<file path="config.mk">
export PLATFORM = sky130hd
export DESIGN_NAME = d16_xalu
export DESIGN_NICKNAME = d
export VERILOG_FILES = /design/src/rtl/d16_alu_pkg.sv /design/src/rtl/d16_xalu_mul.sv /design/src/rtl/d16_xalu.sv
export SDC_FILE = /design/constraint.sdc
export NUM_CORES = 1
export LEC_CHECK = 0
export ABC_AREA = 1
export CAP_MARGIN = 25
export CELL_PAD_IN_SITES_DETAIL_PLACEMENT = 0
export CELL_PAD_IN_SITES_GLOBAL_PLACEMENT = 2
export CORE_UTILIZATION = 29
export CTS_CLUSTER_SIZE = 28
export DETAILED_ROUTE_END_ITERATION = 6
export HOLD_SLACK_MARGIN = 0.02
export PLACE_DENSITY_LB_ADDON = 0.1
export SLEW_MARGIN = 40
export SYNTH_ARGS = -nofsm -noshare
export SYNTH_HDL_FRONTEND = slang
export SYNTH_SLANG_ARGS = --single-unit
</file>
<file path="constraint.sdc">
create_clock -name sys_clk -period 2.45 [get_ports sys_clk]
set_input_delay 0.3675 -clock sys_clk [delete_from_list [all_inputs] [get_ports sys_clk]]
set_output_delay 0.3675 -clock sys_clk [all_outputs]
set_load 0.02 [all_outputs]
</file>
<file path="src/rtl/d16_alu_pkg.sv">
// rtl/d16_alu_pkg.sv - shared opcodes, FSM states and flag indices for d16_xalu
package d16_alu_pkg;

    localparam logic [3:0] ALU_ADD = 4'h1;
    localparam logic [3:0] ALU_SUB = 4'h2;
    localparam logic [3:0] ALU_SHL = 4'h3;
    localparam logic [3:0] ALU_SHR = 4'h4;
    localparam logic [3:0] ALU_OR  = 4'h5;
    localparam logic [3:0] ALU_AND = 4'h6;
    localparam logic [3:0] ALU_EQ  = 4'h7;
    localparam logic [3:0] ALU_XOR = 4'h8;
    localparam logic [3:0] ALU_ASR = 4'h9;
    localparam logic [3:0] ALU_MUL = 4'hA;

    typedef enum logic [1:0] {
        ST_IDLE  = 2'd0,
        ST_SHIFT = 2'd1,
        ST_MUL   = 2'd2,
        ST_DONE  = 2'd3
    } state_t;

    localparam int FLAG_C    = 0;
    localparam int FLAG_Z    = 1;
    localparam int FLAG_O    = 2;
    localparam int FLAG_N    = 3;
    localparam int NUM_FLAGS = 4;

    function automatic logic is_shift(input logic [3:0] op);
        return (op == ALU_SHL) || (op == ALU_SHR) || (op == ALU_ASR);
    endfunction

endpackage

</file>
<file path="src/rtl/d16_xalu_mul.sv">
// rtl/d16_xalu_mul.sv - iterative shift-add unsigned multiplier, one bit of b per cycle
// Ports: sys_clk, sys_rst (sync, active-low), start (load a/b), a, b,
//        done (high during the final step), product (value after the current step).
module d16_xalu_mul #(
    parameter int WIDTH = 16
) (
    input  logic                 sys_clk,
    input  logic                 sys_rst,
    input  logic                 start,
    input  logic [WIDTH-1:0]     a,
    input  logic [WIDTH-1:0]     b,
    output logic                 done,
    output logic [2*WIDTH-1:0]   product
);

    localparam int CW = $clog2(WIDTH) + 1;

    logic [WIDTH-1:0]   mcand;
    logic [2*WIDTH-1:0] acc;
    logic [CW-1:0]      cnt;
    logic [WIDTH:0]     partial;

    // acc holds {partial product, remaining multiplier bits}; each step adds the
    // multiplicand into the high half when the current multiplier LSB is set, then
    // shifts the whole thing right, keeping the carry in the vacated MSB.
    always_comb begin
        partial = {1'b0, acc[2*WIDTH-1:WIDTH]} + (acc[0] ? {1'b0, mcand} : '0);
        product = {partial, acc[WIDTH-1:1]};
        done    = (cnt == CW'(1));
    end

    always_ff @(posedge sys_clk) begin
        if (!sys_rst) begin
            mcand <= '0;
            acc   <= '0;
            cnt   <= '0;
        end else if (start) begin
            mcand <= a;
            acc   <= {{WIDTH{1'b0}}, b};
            cnt   <= CW'(WIDTH);
        end else if (cnt != '0) begin
            acc <= product;
            cnt <= cnt - CW'(1);
        end
    end

endmodule

</file>
<file path="src/rtl/d16_xalu.sv">
// rtl/d16_xalu.sv - sequential ALU with registered result/flags and start/busy/done handshake
// Ports: sys_clk, sys_rst (sync, active-low); start, ctrl_alu, flags_we, a, b sampled
//        when idle; busy, done (one-cycle pulse), s, s_hi, flags n/o/z/c.
// Build option: D16_XALU_MUL_EN compiles in the iterative multiplier and s_hi generation.
module d16_xalu
    import d16_alu_pkg::*;
#(
    parameter int WIDTH = 16,
    parameter int SHW   = $clog2(WIDTH)
) (
    input  logic             sys_clk,
    input  logic             sys_rst,
    input  logic             start,
    input  logic [3:0]       ctrl_alu,
    input  logic             flags_we,
    input  logic [WIDTH-1:0] a,
    input  logic [WIDTH-1:0] b,
    output logic             busy,
    output logic             done,
    output logic [WIDTH-1:0] s,
    output logic [WIDTH-1:0] s_hi,
    output logic             n,
    output logic             o,
    output logic             z,
    output logic             c
);

    state_t                 state;
    state_t                 next_state;
    logic [3:0]             op_q;
    logic                   fwe_q;
    logic [WIDTH-1:0]       work;
    logic [SHW-1:0]         cnt;
    logic                   o_sticky;
    logic [NUM_FLAGS-1:0]   flags;
    logic [SHW-1:0]         shamt;

    logic [WIDTH:0]         sum;
    logic [WIDTH:0]         diff;
    logic [WIDTH-1:0]       imm_s;
    logic                   imm_c;
    logic                   imm_o;
    logic                   imm_legal;

    logic [WIDTH-1:0]       step_work;
    logic                   step_out;

    assign shamt = b[SHW-1:0];

`ifdef D16_XALU_MUL_EN
    logic                   mul_done;
    logic [2*WIDTH-1:0]     mul_product;

    d16_xalu_mul #(.WIDTH(WIDTH)) u_mul (
        .sys_clk (sys_clk),
        .sys_rst (sys_rst),
        .start   ((state == ST_IDLE) && start && (ctrl_alu == ALU_MUL)),
        .a       (a),
        .b       (b),
        .done    (mul_done),
        .product (mul_product)
    );
`endif

    function automatic logic [NUM_FLAGS-1:0] make_flags(
        input logic [WIDTH-1:0] lo,
        input logic [WIDTH-1:0] hi,
        input logic             ov,
        input logic             cy
    );
        logic [NUM_FLAGS-1:0] f;
        f         = '0;
        f[FLAG_N] = lo[WIDTH-1];
        f[FLAG_Z] = (lo == '0) && (hi == '0);
        f[FLAG_O] = ov;
        f[FLAG_C] = cy;
        return f;
    endfunction

    // Single-cycle results straight from the inputs; shifts only land here with k=0.
    always_comb begin
        sum       = {1'b0, a} + {1'b0, b};
        diff      = {1'b0, a} - {1'b0, b};
        imm_s     = '0;
        imm_c     = 1'b0;
        imm_o     = 1'b0;
        imm_legal = 1'b1;
        case (ctrl_alu)
            ALU_ADD: begin
                imm_s = sum[WIDTH-1:0];
                imm_c = sum[WIDTH];
                imm_o = (a[WIDTH-1] == b[WIDTH-1]) && (sum[WIDTH-1] != a[WIDTH-1]);
            end
            ALU_SUB: begin
                imm_s = diff[WIDTH-1:0];
                imm_c = diff[WIDTH];
                imm_o = (a[WIDTH-1] != b[WIDTH-1]) && (diff[WIDTH-1] != a[WIDTH-1]);
            end
            ALU_SHL, ALU_SHR, ALU_ASR: imm_s = a;
            ALU_OR:  imm_s = a | b;
            ALU_AND: imm_s = a & b;
            ALU_XOR: imm_s = a ^ b;
            ALU_EQ:  imm_s = {{(WIDTH-1){1'b0}}, (a == b)};
            default: imm_legal = 1'b0;
        endcase
    end

    // One bit of shift per cycle; step_out is the bit that falls off this step.
    always_comb begin
        step_work = work;
        step_out  = 1'b0;
        case (op_q)
            ALU_SHL: begin
                step_work = {work[WIDTH-2:0], 1'b0};
                step_out  = work[WIDTH-1];
            end
            ALU_SHR: begin
                step_work = {1'b0, work[WIDTH-1:1]};
                step_out  = work[0];
            end
            ALU_ASR: begin
                step_work = {work[WIDTH-1], work[WIDTH-1:1]};
                step_out  = work[0];
            end
            default: ;
        endcase
    end

    always_ff @(posedge sys_clk) begin
        if (!sys_rst) state <= ST_IDLE;
        else          state <= next_state;
    end

    always_comb begin
        next_state = state;
        case (state)
            ST_IDLE: begin
                if (start) begin
                    next_state = ST_DONE;
                    if (is_shift(ctrl_alu) && (shamt != '0)) next_state = ST_SHIFT;
`ifdef D16_XALU_MUL_EN
                    if (ctrl_alu == ALU_MUL) next_state = ST_MUL;
`endif
                end
            end
            ST_SHIFT: if (cnt == SHW'(1)) next_state = ST_DONE;
`ifdef D16_XALU_MUL_EN
            ST_MUL:   if (mul_done) next_state = ST_DONE;
`else
            ST_MUL:   next_state = ST_IDLE;
`endif
            ST_DONE:  next_state = ST_IDLE;
            default:  next_state = ST_IDLE;
        endcase
    end

    always_comb begin
        busy = (state != ST_IDLE);
        done = (state == ST_DONE);
    end

    // Results are written on the edge that enters DONE so they are valid while done is high.
    always_ff @(posedge sys_clk) begin
        if (!sys_rst) begin
            op_q     <= '0;
            fwe_q    <= 1'b0;
            work     <= '0;
            cnt      <= '0;
            o_sticky <= 1'b0;
            s        <= '0;
            s_hi     <= '0;
            flags    <= '0;
        end else begin
            case (state)
                ST_IDLE: begin
                    if (start) begin
                        op_q     <= ctrl_alu;
                        fwe_q    <= flags_we;
                        work     <= a;
                        cnt      <= shamt;
                        o_sticky <= 1'b0;
                        if (next_state == ST_DONE) begin
                            s    <= imm_s;
                            s_hi <= '0;
                            if (imm_legal && flags_we)
                                flags <= make_flags(imm_s, '0, imm_o, imm_c);
                        end
                    end
                end
                ST_SHIFT: begin
                    work     <= step_work;
                    cnt      <= cnt - SHW'(1);
                    o_sticky <= o_sticky | ((op_q == ALU_SHL) && step_out);
                    if (cnt == SHW'(1)) begin
                        s    <= step_work;
                        s_hi <= '0;
                        if (fwe_q)
                            flags <= make_flags(step_work, '0,
                                                (op_q == ALU_SHL) && (o_sticky | step_out),
                                                step_out);
                    end
                end
                ST_MUL: begin
`ifdef D16_XALU_MUL_EN
                    if (mul_done) begin
                        s    <= mul_product[WIDTH-1:0];
                        s_hi <= mul_product[2*WIDTH-1:WIDTH];
                        if (fwe_q)
                            flags <= make_flags(mul_product[WIDTH-1:0],
                                                mul_product[2*WIDTH-1:WIDTH],
                                                mul_product[2*WIDTH-1:WIDTH] != '0,
                                                1'b0);
                    end
`endif
                end
                default: ;
            endcase
        end
    end

    assign n = flags[FLAG_N];
    assign o = flags[FLAG_O];
    assign z = flags[FLAG_Z];
    assign c = flags[FLAG_C];

endmodule
</file>
# Yosys cells after proc, flatten, opt, wreduce, memory -nomap -nowiden
# Index checks and enable logic that the tools add are counted.
totals:
  ff_bits: 64
  latchBits: 0
  ram_bits: 0
  romBits: 0
  out_inout_bits: 38
  wordCells: 96
  memories: 0
op_classes:
  n_addsub: 3
  multipliers: 0
  div_mod_pow: 0
  n_lt_le_gt_ge: 0
  n_eq_ne: 27
  n_shift: 0
  mux: 30
  bitwise: 5
  n_reduce_logical: 22
ops:
  columns: ["cell", "n"]
  rows:
  - ["$mux 16", 7]
  - ["$pmux 16 s7", 1]
  - ["$pmux 16 s2", 3]
  - ["$pmux 16 s3", 1]
  - ["$logic_not 16->1", 2]
  - ["$mux 4", 6]
  - ["$eq 4x3->1 const B", 5]
  - ["$add 16x16->17", 1]
  - ["$sub 16x16->17", 1]
  - ["$and 16x16->16", 1]
  - ["$eq 16x16->1", 1]
  - ["$or 16x16->16", 1]
  - ["$pmux 4 s2", 2]
  - ["$xor 16x16->16", 1]
  - ["$eq 4x2->1 const B", 3]
  - ["$eq 4x4->1 const B", 3]
  - ["$ne 2x2->1 const B", 5]
  - ["$reduce_or 9->1", 1]
  - ["$eq 4x1->1 const B", 2]
  - ["$pmux 1 s2", 4]
  - ["$eq 2x2->1 const B", 3]
  - ["$logic_and 1x1->1", 6]
  - ["$mux 2", 3]
  - ["$pmux 2 s3", 1]
  - ["other kinds (15)", 23]

# Logic depth before layout (Yosys ltp)
depth:
  word_depth: 11
  ltp_mapped: 20

# Least setup slack after synthesis
# OpenSTA, ideal clock, no wires.
synth_timing:
  path_type: "input port to flip-flop"
  startpoint: "input port a[0]"
  endpoint: "register flags[1]"
  setup_ps: 66
  arrival_time_ps: 1942
  required_ps: 2384
  setup_slack_ps: 441
  stages: 16
  path_cell_list: "ha_1 > inv_1 > fa_1 > inv_1 > nand3_1 > nand2_1 > nand3_1 > nand3_1 > nand2_1 > nand3_1 > nand2_1 > nor2_1 > nand2_1 > nor2_1 > nand3_1 > a21oi_2"
synth_via:
  elab_chain_len: 7
synth_lines:
  columns: ["element", "line", "text"]
  rows:
  - ["start, declared", "d16_xalu.sv:16", "input logic [WIDTH-1:0] a,"]
  - ["$sub 16x16->17 (tied with other cells)", "d16_xalu.sv:83", "diff = {1'b0, a} - {1'b0, b};"]
  - ["$pmux 16 s7 *", "d16_xalu.sv:88", "case (ctrl_alu)"]
  - ["$logic_not 16->1 *", "d16_xalu.sv:74", "f[FLAG_Z] = (lo == '0) && (hi == '0);"]
  - ["$mux 4 *", "d16_xalu.sv:185", "if (imm_legal && flags_we)"]
  - ["$mux 4 *", "d16_xalu.sv:182", "if (next_state == ST_DONE) begin"]
  - ["$mux 4 *", "d16_xalu.sv:176", "if (start) begin"]
  - ["$pmux 4 s2 *", "d16_xalu.sv:174", "case (state)"]
  - ["end signal, assigned", "d16_xalu.sv:186", "flags <= make_flags(imm_s, '0, imm_o, imm_c);"]
  - ["end signal, assigned", "d16_xalu.sv:198", "flags <= make_flags(step_work, '0,"]
  - ["end, declared", "d16_xalu.sv:35", "logic [NUM_FLAGS-1:0] flags;"]
# Every way passes the cells marked *; elsewhere a longest branch is shown, timed or not. The select of a mux whose other input is x is not followed.
# A chain may end at the register's enable or synchronous reset.

# Worst setup path in the final report
layout_timing:
  startpoint: "input port b[9]"
  endpoint: "register flags[1]"
layout_via:
  elab_chain_len: 7
layout_lines:
  columns: ["element", "line", "text"]
  rows:
  - ["start, declared", "d16_xalu.sv:17", "input logic [WIDTH-1:0] b,"]
  - ["$sub 16x16->17 (tied with other cells)", "d16_xalu.sv:83", null]
  - ["$pmux 16 s7 *", "d16_xalu.sv:88", null]
  - ["$logic_not 16->1 *", "d16_xalu.sv:74", null]
  - ["$mux 4 *", "d16_xalu.sv:185", null]
  - ["$mux 4 *", "d16_xalu.sv:182", null]
  - ["$mux 4 *", "d16_xalu.sv:176", null]
  - ["$pmux 4 s2 *", "d16_xalu.sv:174", null]
# Marks and branches as above.

==> summary.txt <==
Crit path DAT = 2.52 ns
DRT Wirelength = 23.6 mm
Worst vdd ir = 0.000220 V
PD cells = 401 mW/mm^2
Clock sinks = 48
Commonest non-fill, non-tap cells in the layout = nand2_1, buf_4, inv_1, nor2_1, nand3_1
Adder-cell area share of the yosys netlist = 12.5%
Met3 Use GR = 1.08%
Die ar. = 0.0200 mm^2
Via Count = 6837
Final nets = 1294
Post-DP HPWL = 19.4 mm
WP data required = 2.68 ns
Longest Clk Path Bufs = 2
Fin. Hold Viols = 0
Seq/Total Area, Yosys = 17.1%
Post-Route Skew = 0.00261 ns
RD Place Congestion = 0.885
Compound-Gate Fraction of Synth Area = 18.1%
Fraction of registers with async set/reset = 0%
Cells after Synth = 968
Synthesis-to-layout area growth = 51.6%
CTS root buf = clkbuf_16
#FFs+latches synth = 48
Family with the most delay on the worst path = simple AND/OR/NAND/NOR gates
Antenna-violating nets left = 0
CTS tree = built
Multiplexer area fraction after synthesis = 0%
DP Area = 0.00774 mm^2
Xor/xnor cell area share of the yosys netlist = 0.622%
Mean Syn Cell Area = 5.82 um^2
Top_reg_cell synth = dfxtp_1
Final worst path period need = 2.29 ns
Final setup violation count = 0
Post-synthesis cell type count = 44
Layout cell share with drive strength beyond 1 = 30.6%
First-pass GRT wire length = 36.5 mm
Final Power = 3420 uW
Setup CP Type = input pin to register
Max-Cap Viols = 0
Core ar. = 0.0189 mm^2
Rows = 50
Final slew viol count = 0
HP Class = register to register
TritonCTS buffer count = 5
Clock transition at path regs = 0.06 ns
DIE HEIGHT = 141 um
Yosys warns = 0
Post-route design area = 0.00853 mm^2
CP startpoint kind = input pin
Clk_lat worst skew = 0.29 ns
Crit Path Max Fanout = 7
Post-route DRC = 0
# H-tree levels = 2
Slowest stage delay, CP = 0.49 ns
Setup slack at placement = -0.456 ns
Crit-path slowest cell = clkdlybuf4s50_1
Met1 Use GR = 33.2%
Lkg Pwr = 0.00437 uW
Largest family of logic cells by synthesized area = simple AND/OR/NAND/NOR gates
EDFF count, synth = 0
Commonest non-fill, non-tap cell in the layout = nand2_1
Aggregate global routing overflow = 0
Ant. Diodes = 0
Fmax achieved = 0.437 GHz
Port buffer count = 61
Pin count of the biggest net entering global routing = 29
DR iter-0 viols = 348
Simple-gate area share of the yosys netlist = 36.5%
Initial Util = 29.8%
Wirelength per Cell = 16.2 um
Via density = 4.69
Die width = 141 um
Outcome = completed
Worst-path cell chain = clkdlybuf4s50_1 > inv_2 > ha_4 > inv_1 > a21oi_2 > nand2_1 > a21oi_2 > nand3_1 > nand2_1 > nor2_1 > nor2_1 > nand2_1 > nor2_2 > nand3_2 > a21oi_2
Antenna violations before repair = 0
CP endpoint kind = register
Number of buffer and inverter stages on the critical path = 3
Number of global-route vias before repair = 6620
Setup slack after layout = 0.162 ns
Fin util = 45.2%
Ports = 78
Cell Area, Synth = 0.00563 mm^2
Period utilization = 93.4%
TritonRoute pass-1 iters = 5
Busiest grt layer = met2
Aggregate global-route resource usage = 23.9%
Met2 Usage GRT = 40.6%
## worst paths after layout
kind	startpoint	end	slack [ns]	depth (start not counted)
max	b[9]	flags[1]$_SDFFE_PN0P_	0.16	15
min	cnt[3]$_SDFFE_PN0P_	cnt[3]$_SDFFE_PN0P_	0.47	2
max reg2reg	op_q[0]$_SDFFE_PN0P_	s[12]$_SDFFE_PN0P_	0.47	9
min reg2reg	cnt[3]$_SDFFE_PN0P_	cnt[3]$_SDFFE_PN0P_	0.47	2
## state kept, by name, summed over array words and instances, names as in the netlist
signal    flops
work         16
state         2
o_sticky      1
flags         4
cnt           4
fwe_q         1
s            16
op_q          4
## tightest hold or removal path, cell delays in order, from the launching register on
cell and delay [ns]:
dfxtp_1 0.31, nand2_1 0.06, a21oi_1 0.05
## layout make-up
| class | count | area, um^2 |
|---|---|---|
| multi-input combinational | 735 | 4350 |
| sequential | 48 | 961 |
| tap | 260 | 325 |
| clock inverter | 1 | 5.00 |
| clock buffer | 6 | 129 |
| inverter | 154 | 578 |
| fill | 2065 | 10400 |
| timing repair buffer | 255 | 2190 |
## per-stage QoR
step                      instances  hold WS [ns]  TNS [ns]
final                          1459         0.469         0
after global routing           1459         0.500  -0.00569
after CTS                      1448         0.469    -0.102
after detailed placement       1441         0.460     -5.90
after global placement         1441         0.450     -5.84
after floorplan                 983         0.445         0
## cells in the mapped netlist (7+ instances only)
library cell	instances	area, um^2
inv_2	7	26.3
dfxtp_1	48	961
inv_1	145	544
ha_1	53	663
o21ai_0	50	250
buf_2	9	45.0
or2_2	9	56.3
buf_4	20	150
nand2_2	9	56.3
nand4_1	9	56.3
nor2_1	95	357
nand2_1	276	1040
o22ai_1	11	68.8
o211ai_1	7	52.6
nand3_1	75	375
a31oi_1	33	206
clkbuf_1	14	52.6
a21oi_1	45	225
## routing by layer
metal / part of all wire [%] / wire, um
met5: 0 / 0
met4: 1.5 / 352
met3: 2.6 / 606
met2: 47 / 11000
met1: 49 / 11600
## repair_timing
item | in CTS | in global routing
cloned | 0 | 0
setup endpoints to repair | 11 | 17
setup buffers | 0 | 11
gates resized for setup | 31 | 154
hold buffers | 0 | 0
pin swaps | 0 | 52
endpoints found under the hold margin | 0 | 0
## logic make-up after synthesis
family,after synthesis
AO/OA/AOI/OAI,171
XOR/XNOR,4
adder cells (fa/ha/maj),55
buffers and inverters,200
flip-flops,48
other,1
AND/OR/NAND/NOR,489
## power breakdown
group | switching [uW] | internal [uW]
clock network | 301 | 372
registers | 59.1 | 869
logic | 1030 | 789
Note: power is estimated with default switching activity, not from simulation.
